$ cat config.mk
export PLATFORM = sky130hd
export DESIGN_NAME = div_clk_monitor_flat
export DESIGN_NICKNAME = d
export VERILOG_FILES = /design/src/rtl/div_clk_monitor_if.sv /design/src/rtl/div_clk_monitor.sv /design/src/flat_wrapper.sv
export SDC_FILE = /design/constraint.sdc
export NUM_CORES = 1
export LEC_CHECK = 0
export ABC_AREA = 0
export CAP_MARGIN = 40
export CORE_AREA = 2 2 59 61
export CTS_BUF_LIST = sky130_fd_sc_hd__clkbuf_8
export DETAILED_ROUTE_END_ITERATION = 8
export DIE_AREA = 0 0 61 63
export PLACE_DENSITY_LB_ADDON = 0.12
export SYNTH_ARGS = -nofsm -noshare
export SYNTH_HDL_FRONTEND = slang
export SYNTH_SLANG_ARGS = --single-unit
$ cat constraint.sdc
create_clock -name clk -period 3.4 [get_ports clk]
set_input_delay 0.51 -clock clk [delete_from_list [all_inputs] [get_ports clk]]
set_output_delay 0.51 -clock clk [all_outputs]
set_load 0.02 [all_outputs]
$ cat src/rtl/div_clk_monitor_if.sv
// Divided-clock monitor bus: the divider/stimulus side is the master, the monitor is the slave.
interface div_clk_monitor_if #(
   parameter int CNT_W = 8
);
   logic             div_clk_in;
   logic             clr_fault;
   logic             tick_out;
   logic [CNT_W-1:0] period;
   logic             period_valid;
   logic             locked;
   logic             fault;
   logic [7:0]       err_count;
   logic             duty_err;

   modport master (
      output div_clk_in, clr_fault,
      input  tick_out, period, period_valid, locked, fault, err_count, duty_err
   );

   modport slave (
      input  div_clk_in, clr_fault,
      output tick_out, period, period_valid, locked, fault, err_count, duty_err
   );
endinterface

$ cat src/rtl/div_clk_monitor.sv
// Period/lock/fault monitor for the divided clock; tick source for timekeeping.
// Optional high-time (duty) check enabled by defining DUTY_CHECK_EN.
//
// state     | meaning
// S_IDLE    | no reference edge yet; next rise starts measuring
// S_MEASURE | counting consecutive good periods towards lock
// S_LOCKED  | locked; any bad period or timeout raises a fault
// S_FAULT   | fault taken from lock; next rise resumes measuring
module div_clk_monitor #(
   parameter int EXP_PERIOD = 6,
   parameter int TOL        = 0,
   parameter int LOCK_COUNT = 4,
   parameter int CNT_W      = 8
) (
   input logic              clk,
   input logic              rst,
   div_clk_monitor_if.slave bus
);

   localparam logic [CNT_W-1:0] EXP_P   = CNT_W'(EXP_PERIOD);
   localparam logic [CNT_W-1:0] TOL_P   = CNT_W'(TOL);
   localparam logic [CNT_W-1:0] TMO_P   = CNT_W'(EXP_PERIOD + TOL + 1);
   localparam logic [CNT_W-1:0] CNT_MAX = {CNT_W{1'b1}};
   localparam logic [3:0]       LOCK_N  = 4'(LOCK_COUNT);

   typedef enum logic [1:0] {
      S_IDLE,
      S_MEASURE,
      S_LOCKED,
      S_FAULT
   } state_t;

   state_t           state;
   logic             s1;
   logic             s2;
   logic [CNT_W-1:0] per_cnt;
   logic [3:0]       good_cnt;
   logic             tick_r;
   logic [CNT_W-1:0] period_r;
   logic             pv_r;
   logic             locked_r;
   logic             fault_r;
   logic [7:0]       err_r;
   logic             duty_err_r;
   logic             duty_bad;

   logic             rise;
   logic             timeout;
   logic [CNT_W-1:0] per_diff;
   logic             good;
   logic             eval_good;

   assign rise      = s1 & ~s2;
   assign timeout   = ~rise & (per_cnt == TMO_P);
   assign per_diff  = (per_cnt >= EXP_P) ? (per_cnt - EXP_P) : (EXP_P - per_cnt);
   assign good      = (per_diff <= TOL_P);
   assign eval_good = good & ~duty_bad;

`ifdef DUTY_CHECK_EN
   localparam int               HALF   = EXP_PERIOD / 2;
   localparam logic [CNT_W-1:0] HI_MIN = CNT_W'((HALF > TOL) ? (HALF - TOL) : 0);
   localparam logic [CNT_W-1:0] HI_MAX = CNT_W'(HALF + TOL);

   logic [CNT_W-1:0] hi_cnt;
   logic             fall;
   logic             duty_ok;

   assign fall    = ~s1 & s2;
   assign duty_ok = (hi_cnt >= HI_MIN) && (hi_cnt <= HI_MAX);

   // duty_bad is held from the offending fall until the next rise consumes it
   always_ff @(posedge clk) begin
      if (!rst) begin
         hi_cnt     <= '0;
         duty_bad   <= 1'b0;
         duty_err_r <= 1'b0;
      end else begin
         duty_err_r <= fall & ~duty_ok;
         if (rise)
            hi_cnt <= CNT_W'(1);
         else if (s1 && (hi_cnt != CNT_MAX))
            hi_cnt <= hi_cnt + CNT_W'(1);
         if (rise)
            duty_bad <= 1'b0;
         else if (fall && !duty_ok)
            duty_bad <= 1'b1;
      end
   end
`else
   assign duty_bad   = 1'b0;
   assign duty_err_r = 1'b0;
`endif

   always_ff @(posedge clk) begin
      if (!rst) begin
         state    <= S_IDLE;
         s1       <= 1'b0;
         s2       <= 1'b0;
         per_cnt  <= '0;
         good_cnt <= '0;
         tick_r   <= 1'b0;
         period_r <= '0;
         pv_r     <= 1'b0;
         locked_r <= 1'b0;
         fault_r  <= 1'b0;
         err_r    <= '0;
      end else begin
         s1     <= bus.div_clk_in;
         s2     <= s1;
         tick_r <= rise;
         pv_r   <= 1'b0;
         if (rise)
            per_cnt <= CNT_W'(1);
         else if (per_cnt != CNT_MAX)
            per_cnt <= per_cnt + CNT_W'(1);

         // a fault raised below overrides a coincident clear
         if (bus.clr_fault)
            fault_r <= 1'b0;

         case (state)
            S_IDLE: begin
               if (rise) begin
                  state    <= S_MEASURE;
                  good_cnt <= '0;
               end
            end
            // good_cnt is held at 0 through LOCKED and FAULT, so FAULT restarts the count
            S_MEASURE, S_FAULT: begin
               if (rise) begin
                  period_r <= per_cnt;
                  pv_r     <= 1'b1;
                  if (eval_good) begin
                     if (good_cnt + 4'd1 == LOCK_N) begin
                        state    <= S_LOCKED;
                        locked_r <= 1'b1;
                        good_cnt <= '0;
                     end else begin
                        state    <= S_MEASURE;
                        good_cnt <= good_cnt + 4'd1;
                     end
                  end else begin
                     state    <= S_MEASURE;
                     good_cnt <= '0;
                  end
               end else if (timeout) begin
                  state    <= S_IDLE;
                  good_cnt <= '0;
               end
            end
            S_LOCKED: begin
               if (rise) begin
                  period_r <= per_cnt;
                  pv_r     <= 1'b1;
               end
               if ((rise && !eval_good) || timeout) begin
                  state    <= S_FAULT;
                  locked_r <= 1'b0;
                  fault_r  <= 1'b1;
                  if (err_r != 8'hFF)
                     err_r <= err_r + 8'd1;
               end
            end
            default: begin
               state    <= S_IDLE;
               good_cnt <= '0;
            end
         endcase
      end
   end

   assign bus.tick_out     = tick_r;
   assign bus.period       = period_r;
   assign bus.period_valid = pv_r;
   assign bus.locked       = locked_r;
   assign bus.fault        = fault_r;
   assign bus.err_count    = err_r;
   assign bus.duty_err     = duty_err_r;

endmodule
$ cat src/flat_wrapper.sv
// flat-port wrapper written by rule: the top's interface ports become plain ports
module div_clk_monitor_flat 
#(
   parameter int EXP_PERIOD = 6,
   parameter int TOL        = 0,
   parameter int LOCK_COUNT = 4,
   parameter int CNT_W      = 8
)
  (clk, rst, bus_div_clk_in, bus_clr_fault, bus_tick_out, bus_period, bus_period_valid, bus_locked, bus_fault, bus_err_count, bus_duty_err);
  div_clk_monitor_if #(.CNT_W(CNT_W)) bus_i ();
  input logic clk;
  input logic rst;
  input wire logic [$bits(bus_i.div_clk_in)-1:0] bus_div_clk_in;
  input wire logic [$bits(bus_i.clr_fault)-1:0] bus_clr_fault;
  output wire logic [$bits(bus_i.tick_out)-1:0] bus_tick_out;
  output wire logic [$bits(bus_i.period)-1:0] bus_period;
  output wire logic [$bits(bus_i.period_valid)-1:0] bus_period_valid;
  output wire logic [$bits(bus_i.locked)-1:0] bus_locked;
  output wire logic [$bits(bus_i.fault)-1:0] bus_fault;
  output wire logic [$bits(bus_i.err_count)-1:0] bus_err_count;
  output wire logic [$bits(bus_i.duty_err)-1:0] bus_duty_err;
  assign bus_i.div_clk_in = bus_div_clk_in;
  assign bus_i.clr_fault = bus_clr_fault;
  assign bus_tick_out = bus_i.tick_out;
  assign bus_period = bus_i.period;
  assign bus_period_valid = bus_i.period_valid;
  assign bus_locked = bus_i.locked;
  assign bus_fault = bus_i.fault;
  assign bus_err_count = bus_i.err_count;
  assign bus_duty_err = bus_i.duty_err;
  div_clk_monitor #(.EXP_PERIOD(EXP_PERIOD), .TOL(TOL), .LOCK_COUNT(LOCK_COUNT), .CNT_W(CNT_W)) u_core (.clk(clk), .rst(rst), .bus(bus_i));
endmodule
==> impl_results.md <==
- H-tree depth: 2
- Clk_skew: 0.00561 ns
- CP cell instances: ha_1, xnor2_1, a311oi_1, a311oi_2, nor2_1, and2_4, or4_1, a21oi_1
- Ports: 25
- Worst Max-Slew Pin Slew: 0.864 ns
- Hold endpoint: u_core.bus.tick_out
- Area leader, netlist: dfxtp_1
- Clock transition at the registers of the reported paths: around 0.070 ns
- Max-Cap Viols: 0
- Met2 Use GR: 34.4%
- Vias in the first global route: around 1500
- Final Max Slew Viols: 0
- Synth warn: 0
- RSZ-0062 raised after global routing: false
- Syn-to-layout area delta: 16.0%
- Worst r2r src: u_core.per_cnt[2]
- Hold Path Class: reg2reg
- Final-report setup violation count: 0
- CTS buffer count: 5
- Fin cells: 284
- WL/cell: ~14 um
- PortBufs: 23
- Post-route DRC: 0
- Share of cells above drive strength 1: 5.46%
- Met1 usage: 34.8%
- Skew-Pair Late Insertion Delay: between 0.2 and 0.3 ns
- Top-count cell post-synth: dfxtp_1
- Startpoint types: register
- Initial antenna violation count: 0
- Fillers: 280
- Top-area cell type share of the netlist area: between 30% and 40%
- Worst Path Arrival: roughly 2.8 ns
- Outcome: complete, no violations
- Placeable core area: 3230 um2
- Top cells by count, synth: 36 x dfxtp_1, 24 x nand2_1, 24 x nor2_1, 15 x a21oi_1, 12 x mux2i_1
- CTS resizes: 0
- Number of hold buffers added after CTS: 0
- First-pass GRT wire length: ~7000 um
- R2r setup slk: 0.78 ns
- Final ANT Viol Nets: 0
- Maximum clock rate: 382 MHz
- WHS: 0.440 ns
- Final hold viol count: 0
- P per Cell Area: 354 nW/um2
- Req. time, crit path: roughly 3.6 ns
- Netlist Area Pre-Place: 1890 um2
- TNS Setup: 0 ns
- Period utilization: 77.1%
- # rows: 21
- WP buf/inv: 0
- Async S/R FF share, synth: 0%
- Initial Util: 58.5%
- Top post-synthesis cells by area: dfxtp_1 38%, mux2i_1 6.4%, ha_1 5.3%
- CTS Sinks: 36
- DR iter-0 viols: around 100
- RePlAce Congestion: 0.790
- Die Y: 63 um
- Routed via count: between 1500 and 2000
- EDFF count, synth: 0
- Tmin final: between 2 and 3 ns
- HPWL after detailed placement: 2960 um
- Worst r2r path cells: 8
- Top delay family on crit path: simple AND/OR/NAND/NOR gates
- CP max FO: 14
- Clock buffer depth: 2
- CTS root buf: clkbuf_8
- Gr usage total: 23.4%
- WL final: approximately 4000 um
- Post-layout util: 67.8%
- Die area: around 3800 um2
- Sequential element share of the synthesized area: 38.1%
- Max-slew headroom: 42.2%
- Worst setup EP type: register
- Worst hold start: u_core.s2
- Crit path from: u_core.per_cnt[2]
- Die Width: roughly 61 um
- Busiest layer in global routing: met1
- Inst Count DP: 276
- Mapped Avg Cell Area: roughly 8.6 um2
- Gate Count Post-Synth: around 220
- Hold Path Depth: 1
- Diodes inserted: 0
- Distinct cells, synth: 50
- TritonCTS clock tree: yes
- Most used DFF post-synth: dfxtp_1
- Setup CP Type: reg2reg
- #FFs+latches synth: 36
- Crit path largest cell delay: 0.61 ns
- Leak: 0.000836 uW
- Critical path's slowest cell: dfxtp_1
- Final nets: 249
- Remaining global-route overflow: 0
- Largest net degree at the start of global routing: 23
- Setup bufs post-CTS: 0
- Vias per cell: 5.66
- Max VDD drop: between 200 and 250 uV
- Syn_nets: between 200 and 250
- Met3 usage: 4.76%
- Drt first pass iters: 5
- R2R Path End: u_core.bus.err_count[3]
## worst max path at each step
stage / endpoint / slack [ns] / cells past startpoint
2_1_floorplan: u_core.bus.err_count[4] / 1.12 / 9
3_3_place_gp: u_core.bus.err_count[3] / 0.92 / 8
3_5_place_dp: u_core.bus.err_count[3] / 0.85 / 8
4_1_cts: u_core.bus.err_count[3] / 0.83 / 8
5_1_grt: u_core.bus.err_count[3] / 0.61 / 8
6_report: u_core.bus.err_count[3] / 0.78 / 8
## report_power, final
| group | internal, uW | switching, uW | leakage (uW) | total, uW |
|---|---|---|---|---|
| logic | 16.5 | 24.4 | 0.000491 | 40.9 |
| clock network | 159 | 138 | 0.0000538 | 297 |
| registers | 427 | 9.34 | 0.000291 | 437 |
## layout make-up
class	instances	area, um2	area share [%]
Multi-Input combinational cell	167	1080	49.2
Tap cell	46	57.6	2.63
Timing Repair Buffer	23	230	10.5
Clock buffer	6	82.6	3.77
Inverter	4	15.0	0.685
Sequential cell	36	721	32.9
Clock inverter	2	7.51	0.343
## cells in the final DEF, fill, tap and decap left out, types with 2 or more instances in the layout
master	count
dfxtp_1	36
and2_1	4
o31ai_1	2
or4_1	4
ha_1	8
inv_1	6
nand2b_1	6
nand4_1	4
a21oi_1	15
or3_1	4
a31oi_1	3
nor3_1	4
clkdlybuf4s50_1	23
clkbuf_8	6
nand3b_1	2
nor2b_1	3
nor2_1	24
o21ai_0	5
nand3_1	9
a211oi_1	3
mux2i_1	12
and4b_1	2
xnor2_1	2
xor2_1	4
nand2_1	24
## logic make-up (layout without fill, tap and decap cells)
group | count (synthesis) | count (layout) | synth area share (%)
simple gates | 99 | 99 | 28.1
compound gates | 41 | 41 | 14.2
flops | 36 | 36 | 38.1
buf+inv | 16 | 35 | 4.83
mux | 12 | 12 | 6.36
fa+ha+maj | 8 | 8 | 5.30
xor+xnor | 6 | 6 | 2.78
other cells | 1 | 1 | 0.198
## per-stage QoR
step / instance area, um2 / setup WS [ns] / power, uW
after global routing: 2190 / 0.607 / 809
after global placement: 2100 / 0.919 / 485
after CTS: 2190 / 0.832 / 782
after detailed placement: 2100 / 0.852 / 486
final: 2190 / 0.779 / 775
after floorplan: 1890 / 1.12 / 474
## routing by layer
| metal | vias to the layer above | wire length, um |
|---|---|---|
| met3 | 5 | 161 |
| li1 | 811 | - |
| met1 | 751 | 1980 |
| met4 | 0 | 44 |
| met5 | - | 0 |
| met2 | 40 | 1840 |
## registers in the layout, summed over array words and instances, names as in the netlist, named ones only
name and cells:
u_core.bus.err_count 8, u_core.bus.period 8, u_core.per_cnt 8, u_core.good_cnt 4, u_core.bus.fault 1, u_core.bus.locked 1
u_core.bus.period_valid 1, u_core.bus.tick_out 1, u_core.s1 1, u_core.s2 1, u_core.state 1
No activity file was read; power rests on OpenSTA's default activity.
